[config.mk]
export PLATFORM = sky130hd
export DESIGN_NAME = misty1_host_drv_flat
export DESIGN_NICKNAME = d
export VERILOG_FILES = /design/src/rtl/misty1_host_drv_if.sv /design/src/rtl/misty1_host_drv.sv /design/src/flat_wrapper.sv
export SDC_FILE = /design/constraint.sdc
export NUM_CORES = 1
export LEC_CHECK = 0
export CAP_MARGIN = 10
export CORE_AREA = 5 5 201 203
export DETAILED_ROUTE_END_ITERATION = 7
export DIE_AREA = 0 0 206 208
export HOLD_SLACK_MARGIN = 0.06
export MAX_ROUTING_LAYER = met4
export PLACE_DENSITY = 0.59
export SLEW_MARGIN = 40
export SYNTH_ARGS = -nofsm -noshare
export SYNTH_HDL_FRONTEND = slang
export SYNTH_SLANG_ARGS = --single-unit
[constraint.sdc]
create_clock -name clk -period 21.7 [get_ports clk]
set_input_delay 6.51 -clock clk [delete_from_list [all_inputs] [get_ports clk]]
set_output_delay 6.51 -clock clk [all_outputs]
set_load 0.01 [all_outputs]
[src/rtl/misty1_host_drv_if.sv]
// Host/core handshake bundle for misty1_host_drv: request/result port plus
// the MISTY1 core load/busy handshake. The driver uses the slave view.
interface misty1_host_drv_if;
  logic         req_valid, req_ready, req_key_load, req_en_de;
  logic [127:0] req_key;
  logic [63:0]  req_data;
  logic         res_valid, res_ready, res_err;
  logic [63:0]  res_data;
  logic         core_key_rdy, core_data_rdy, core_en_de;
  logic [127:0] core_key_in;
  logic [63:0]  core_data_in, core_data_out;
  logic         core_data_valid, core_key_valid, core_busy;

  modport slave (
    input  req_valid, req_key_load, req_en_de, req_key, req_data, res_ready,
           core_data_out, core_data_valid, core_key_valid, core_busy,
    output req_ready, res_valid, res_data, res_err,
           core_key_rdy, core_data_rdy, core_en_de, core_key_in, core_data_in
  );

  modport master (
    output req_valid, req_key_load, req_en_de, req_key, req_data, res_ready,
           core_data_out, core_data_valid, core_key_valid, core_busy,
    input  req_ready, res_valid, res_data, res_err,
           core_key_rdy, core_data_rdy, core_en_de, core_key_in, core_data_in
  );
endinterface

[src/rtl/misty1_host_drv.sv]
// Host-side sequencer for the MISTY1 core: key schedule load, data load, result capture.
// Optional MISTY1_DRV_KEYCACHE_EN skips the key schedule when the requested key is already loaded.
module misty1_host_drv #(
  parameter int TIMEOUT_CYC = 255
) (
  input logic              clk,
  input logic              reset,
  misty1_host_drv_if.slave bus
);
  localparam logic [15:0] TO_LIM = 16'(TIMEOUT_CYC);

  typedef enum logic [2:0] {IDLE, KEY_ISSUE, KEY_WAIT, DATA_ISSUE, DATA_WAIT, RESP} state_t;

  state_t       state, state_nxt;
  logic [127:0] key_q;
  logic [63:0]  data_q, res_data_q;
  logic         en_de_q, res_err_q, key_loaded;
  logic [15:0]  cnt;
  logic         accept, key_pulse, data_pulse, key_done, data_done, tmo;
  logic         cache_hit, guard, cnt_last, in_wait;

`ifdef MISTY1_DRV_KEYCACHE_EN
  logic [127:0] key_cache;
  always_ff @(posedge clk or posedge reset)
    if (reset)         key_cache <= '0;
    else if (key_done) key_cache <= key_q;
  assign cache_hit = key_loaded && (bus.req_key == key_cache);
`else
  assign cache_hit = 1'b0;
`endif

  // cnt is 0 in the first cycle of each wait state; that cycle ignores core valids
  assign guard    = (cnt == 16'd0);
  assign cnt_last = ((cnt + 16'd1) == TO_LIM);
  assign in_wait  = (state == KEY_WAIT) || (state == DATA_WAIT);

  always_comb begin
    state_nxt  = state;
    accept     = 1'b0;
    key_pulse  = 1'b0;
    data_pulse = 1'b0;
    key_done   = 1'b0;
    data_done  = 1'b0;
    tmo        = 1'b0;
    unique case (state)
      IDLE: if (bus.req_valid) begin
        accept = 1'b1;
        if (bus.req_key_load && !cache_hit) state_nxt = KEY_ISSUE;
        else if (key_loaded)                state_nxt = DATA_ISSUE;
        else                                state_nxt = RESP;
      end
      KEY_ISSUE: if (!bus.core_busy) begin
        key_pulse = 1'b1;
        state_nxt = KEY_WAIT;
      end
      KEY_WAIT: if (!guard && bus.core_key_valid) begin
        key_done  = 1'b1;
        state_nxt = DATA_ISSUE;
      end else if (cnt_last) begin
        tmo       = 1'b1;
        state_nxt = RESP;
      end
      DATA_ISSUE: if (!bus.core_busy) begin
        data_pulse = 1'b1;
        state_nxt  = DATA_WAIT;
      end
      DATA_WAIT: if (!guard && bus.core_data_valid) begin
        data_done = 1'b1;
        state_nxt = RESP;
      end else if (cnt_last) begin
        tmo       = 1'b1;
        state_nxt = RESP;
      end
      RESP: if (bus.res_ready) state_nxt = IDLE;
      default: state_nxt = IDLE;
    endcase
  end

  always_ff @(posedge clk or posedge reset) begin
    if (reset) begin
      state      <= IDLE;
      cnt        <= '0;
      key_q      <= '0;
      data_q     <= '0;
      en_de_q    <= 1'b0;
      res_data_q <= '0;
      res_err_q  <= 1'b0;
      key_loaded <= 1'b0;
    end else begin
      state <= state_nxt;
      cnt   <= (in_wait && state_nxt == state) ? cnt + 16'd1 : 16'd0;
      // result fields start cleared so error paths report res_data = 0
      if (accept) begin
        key_q      <= bus.req_key;
        data_q     <= bus.req_data;
        en_de_q    <= bus.req_en_de;
        res_data_q <= '0;
        res_err_q  <= (state_nxt == RESP);
      end
      if (key_pulse) key_loaded <= 1'b0;
      if (key_done)  key_loaded <= 1'b1;
      if (data_done) res_data_q <= bus.core_data_out;
      if (tmo)       res_err_q  <= 1'b1;
    end
  end

  assign bus.req_ready     = (state == IDLE);
  assign bus.res_valid     = (state == RESP);
  assign bus.res_data      = res_data_q;
  assign bus.res_err       = res_err_q;
  assign bus.core_key_rdy  = key_pulse;
  assign bus.core_data_rdy = data_pulse;
  assign bus.core_en_de    = en_de_q;
  assign bus.core_key_in   = key_q;
  assign bus.core_data_in  = data_q;
endmodule

[src/flat_wrapper.sv]
// flat-port wrapper written by rule: the top's interface ports become plain ports
module misty1_host_drv_flat 
#(
  parameter int TIMEOUT_CYC = 255
)
  (clk, reset, bus_req_valid, bus_req_key_load, bus_req_en_de, bus_req_key, bus_req_data, bus_res_ready, bus_core_data_out, bus_core_data_valid, bus_core_key_valid, bus_core_busy, bus_req_ready, bus_res_valid, bus_res_data, bus_res_err, bus_core_key_rdy, bus_core_data_rdy, bus_core_en_de, bus_core_key_in, bus_core_data_in);
  misty1_host_drv_if bus_i ();
  input logic clk;
  input logic reset;
  input wire logic [$bits(bus_i.req_valid)-1:0] bus_req_valid;
  input wire logic [$bits(bus_i.req_key_load)-1:0] bus_req_key_load;
  input wire logic [$bits(bus_i.req_en_de)-1:0] bus_req_en_de;
  input wire logic [$bits(bus_i.req_key)-1:0] bus_req_key;
  input wire logic [$bits(bus_i.req_data)-1:0] bus_req_data;
  input wire logic [$bits(bus_i.res_ready)-1:0] bus_res_ready;
  input wire logic [$bits(bus_i.core_data_out)-1:0] bus_core_data_out;
  input wire logic [$bits(bus_i.core_data_valid)-1:0] bus_core_data_valid;
  input wire logic [$bits(bus_i.core_key_valid)-1:0] bus_core_key_valid;
  input wire logic [$bits(bus_i.core_busy)-1:0] bus_core_busy;
  output wire logic [$bits(bus_i.req_ready)-1:0] bus_req_ready;
  output wire logic [$bits(bus_i.res_valid)-1:0] bus_res_valid;
  output wire logic [$bits(bus_i.res_data)-1:0] bus_res_data;
  output wire logic [$bits(bus_i.res_err)-1:0] bus_res_err;
  output wire logic [$bits(bus_i.core_key_rdy)-1:0] bus_core_key_rdy;
  output wire logic [$bits(bus_i.core_data_rdy)-1:0] bus_core_data_rdy;
  output wire logic [$bits(bus_i.core_en_de)-1:0] bus_core_en_de;
  output wire logic [$bits(bus_i.core_key_in)-1:0] bus_core_key_in;
  output wire logic [$bits(bus_i.core_data_in)-1:0] bus_core_data_in;
  assign bus_i.req_valid = bus_req_valid;
  assign bus_i.req_key_load = bus_req_key_load;
  assign bus_i.req_en_de = bus_req_en_de;
  assign bus_i.req_key = bus_req_key;
  assign bus_i.req_data = bus_req_data;
  assign bus_i.res_ready = bus_res_ready;
  assign bus_i.core_data_out = bus_core_data_out;
  assign bus_i.core_data_valid = bus_core_data_valid;
  assign bus_i.core_key_valid = bus_core_key_valid;
  assign bus_i.core_busy = bus_core_busy;
  assign bus_req_ready = bus_i.req_ready;
  assign bus_res_valid = bus_i.res_valid;
  assign bus_res_data = bus_i.res_data;
  assign bus_res_err = bus_i.res_err;
  assign bus_core_key_rdy = bus_i.core_key_rdy;
  assign bus_core_data_rdy = bus_i.core_data_rdy;
  assign bus_core_en_de = bus_i.core_en_de;
  assign bus_core_key_in = bus_i.core_key_in;
  assign bus_core_data_in = bus_i.core_data_in;
  misty1_host_drv #(.TIMEOUT_CYC(TIMEOUT_CYC)) u_core (.clk(clk), .reset(reset), .bus(bus_i));
endmodule
==> metrics.csv <==
metric,value,unit
slew-limit-headroom,0.454,
synth_fp_nets,1514,
rows,72,
ys_warn_count,0,
grt_usage,0.182,
drt.antenna.violating_nets,0,
worstPathRequired,15190,ps
fin_ws,7290,ps
area_growth,62.6,%
grt_max_degree,102,
fin_worst_skew,12.1,ps
ys_seq_elements,278,
hold_buffers,0,
startpoint_type,input port,
drv_slew,0,
synth_area_per_cell,8.83,um^2
synth-xor-area-share,0.0143,
synth_mux_area_frac,0.00182,
setup_viol,0,
cts_tree,yes,
drv_cap,0,
yosysSeqAreaShare,0.632,
vias_per_cell,4.38,
die_area,42800,um^2
root_buffer,clkbuf_16,
min_path_type,register to register,
numCtsBuffers,34,
clkLatencyLatePin,530,ps
rsz0062_at_grt,no,
antenna_found_initial,2,
fmax,69.4,MHz
drc,0,
fin_total_pwr,2.36,mW
path_clk_slew,50,ps
core_region_area,38300,um^2
drive_gt1_frac,0.0396,
cts_buffer_depth,3,
cts_setup_buffers,0,
cp.arrival,7900,ps
firstDrtPassIters,4,
first_global_vias,10236,
layout.nets,2012,
final_hold_viol_count,0,
htree_num_levels,2,
seq_area,6960,um^2
final_area,17900,um^2
multi_input_area,3750,um^2
ir_drop,71.4,uV
cts.repair.resized,0,
p_leak,8.60,nW
synth_cell_type_count,41,
syn_area,11000,um^2
synth_ff_type,dfrtp_1,
drt_iter0_drc,616,
cp-end-kind,primary output,
synthAdderAreaFrac,0.00341,
die_h,208,um
postPlaceCellArea,16700,um^2
synth_edf_count,0,
vias,10037,
cts_num_sinks,278,
path_class,input port to primary output,
n_fill_cell,3639,
synth_top_family_by_area,simple AND/OR/NAND/NOR gates,
power.density,132,nW/um^2
status,"finished, final reports clean",
grt_pass1_wl,59.9,mm
port_buffers,526,
ios,527,
dieWidth,206,um
synth.most_common_cell,nand2_1,
hpwl,27.9,mm
fin_crit_sh,0.664,
synth_compound_gate_area_share,0.0123,
synth_top_cell_area_share,0.632,
finalSetupTns,0,ps
synth_top_area_cell,dfrtp_1,
pre_cts_ws,7280,ps
routed_wl,39.2,mm
fin_crit,14410,ps
overflow,0,
place.gp.congestion,0.846,
crit_fanout,4,
synth_common_cells,"716 x nand2_1, 278 x dfrtp_1, 73 x nand3_1",
initial_core_util,0.287,
async_flop_share,1.00,
yosys-top-cells-area,"dfrtp_1 63%, nand2_1 24%, nand3_1 3.3%",
worst_pin_slew,818,ps
synth-simple-area-share,0.307,
syn-instance-count,1246,
wl_per_cell,17.1,um
-- worst max-delay path, cell delays in order --
cell and delay [ps]:
clkdlybuf4s50_1 480, nor3_1 310, clkdlybuf4s50_1 610
-- layout make-up --
cell class | instances | area share
clock buffers | 50 | 0.0567
diodes | 2 | 0.000280
multi-input cells | 888 | 0.210
repair buffers | 535 | 0.299
flip-flops and latches | 278 | 0.389
well taps | 518 | 0.0362
clock inverters | 11 | 0.00658
inverters | 7 | 0.00189
-- state kept, by name, indices dropped and copies added (netlist names) --
register / cells
u_core.bus.res_data: 64
u_core.bus.core_data_in: 64
u_core.bus.core_key_in: 128
u_core.cnt: 16
u_core.bus.res_err: 1
u_core.key_loaded: 1
u_core.bus.core_en_de: 1
u_core.state: 3
-- through the flow --
step / utilization / instances / hold WS (ps)
global route: 0.467 / 2289 / 492
CTS: 0.467 / 2287 / 475
finish: 0.467 / 2289 / 469
detailed placement: 0.437 / 2226 / 461
global placement: 0.437 / 2226 / 457
floorplan: - / 1246 / 486
-- final timing paths --
kind,slack [ps],endpoint,cells after the start,startpoint
max,7290,bus_core_key_rdy,3,bus_core_busy
min,470,u_core.bus.core_key_in[31]$_DFFE_PP0P_,2,u_core.bus.core_key_in[31]$_DFFE_PP0P_
max reg2reg,18270,u_core.bus.core_key_in[101]$_DFFE_PP0P_,6,u_core.state[1]$_DFF_PP0_
min reg2reg,470,u_core.bus.core_key_in[31]$_DFFE_PP0P_,2,u_core.bus.core_key_in[31]$_DFFE_PP0P_
max in group asynchronous,13540,u_core.bus.res_data[31]$_DFFE_PP0P_,4,reset
min in group asynchronous,6450,u_core.bus.core_key_in[25]$_DFFE_PP0P_,2,reset
-- layout by cell type, fill, tap and decap left out, drive strengths merged, types with 2 or more instances in the layout --
master / count
a211oi: 2
a21oi: 3
a31oi: 2
and2: 3
and3: 3
and4: 2
buf: 9
bufinv: 2
clkbuf: 50
clkdlybuf4s50: 526
clkinv: 6
clkinvlp: 2
dfrtp: 278
diode: 2
ha: 3
inv: 8
mux2i: 2
nand2: 716
nand3: 73
nand4: 6
nor2: 19
nor2b: 2
nor3: 11
nor4: 5
o21ai: 2
or3: 2
xnor2: 10
xor2: 8
-- power breakdown --
group	leakage (nW)	internal [mW]	switching, mW
Sequential	3.57	0.721	0.113
Combinational	4.49	0.479	0.475
Clock	0.552	0.349	0.225
Total	8.60	1.55	0.814
-- routing by layer --
layer / vias up / share of wire / track usage
li1: 4874 / - / -
met1: 4751 / 0.38 / 0.204
met2: 358 / 0.48 / 0.294
met3: 54 / 0.11 / 0.0852
met4: 0 / 0.025 / 0.0486
met5: - / 0 / -
-- logic make-up (layout without fill, tap and decap cells) --
logic type / after synthesis / after routing
DFF: 278 / 278
muxes: 2 / 2
and+or+nand+nor: 847 / 847
other: 0 / 2
AOI/OAI and AO/OA: 18 / 18
adders and majority gates: 3 / 3
buffers and inverters: 80 / 603
xor gates and xnor gates: 18 / 18
No activity file was read; power rests on OpenSTA's default activity.
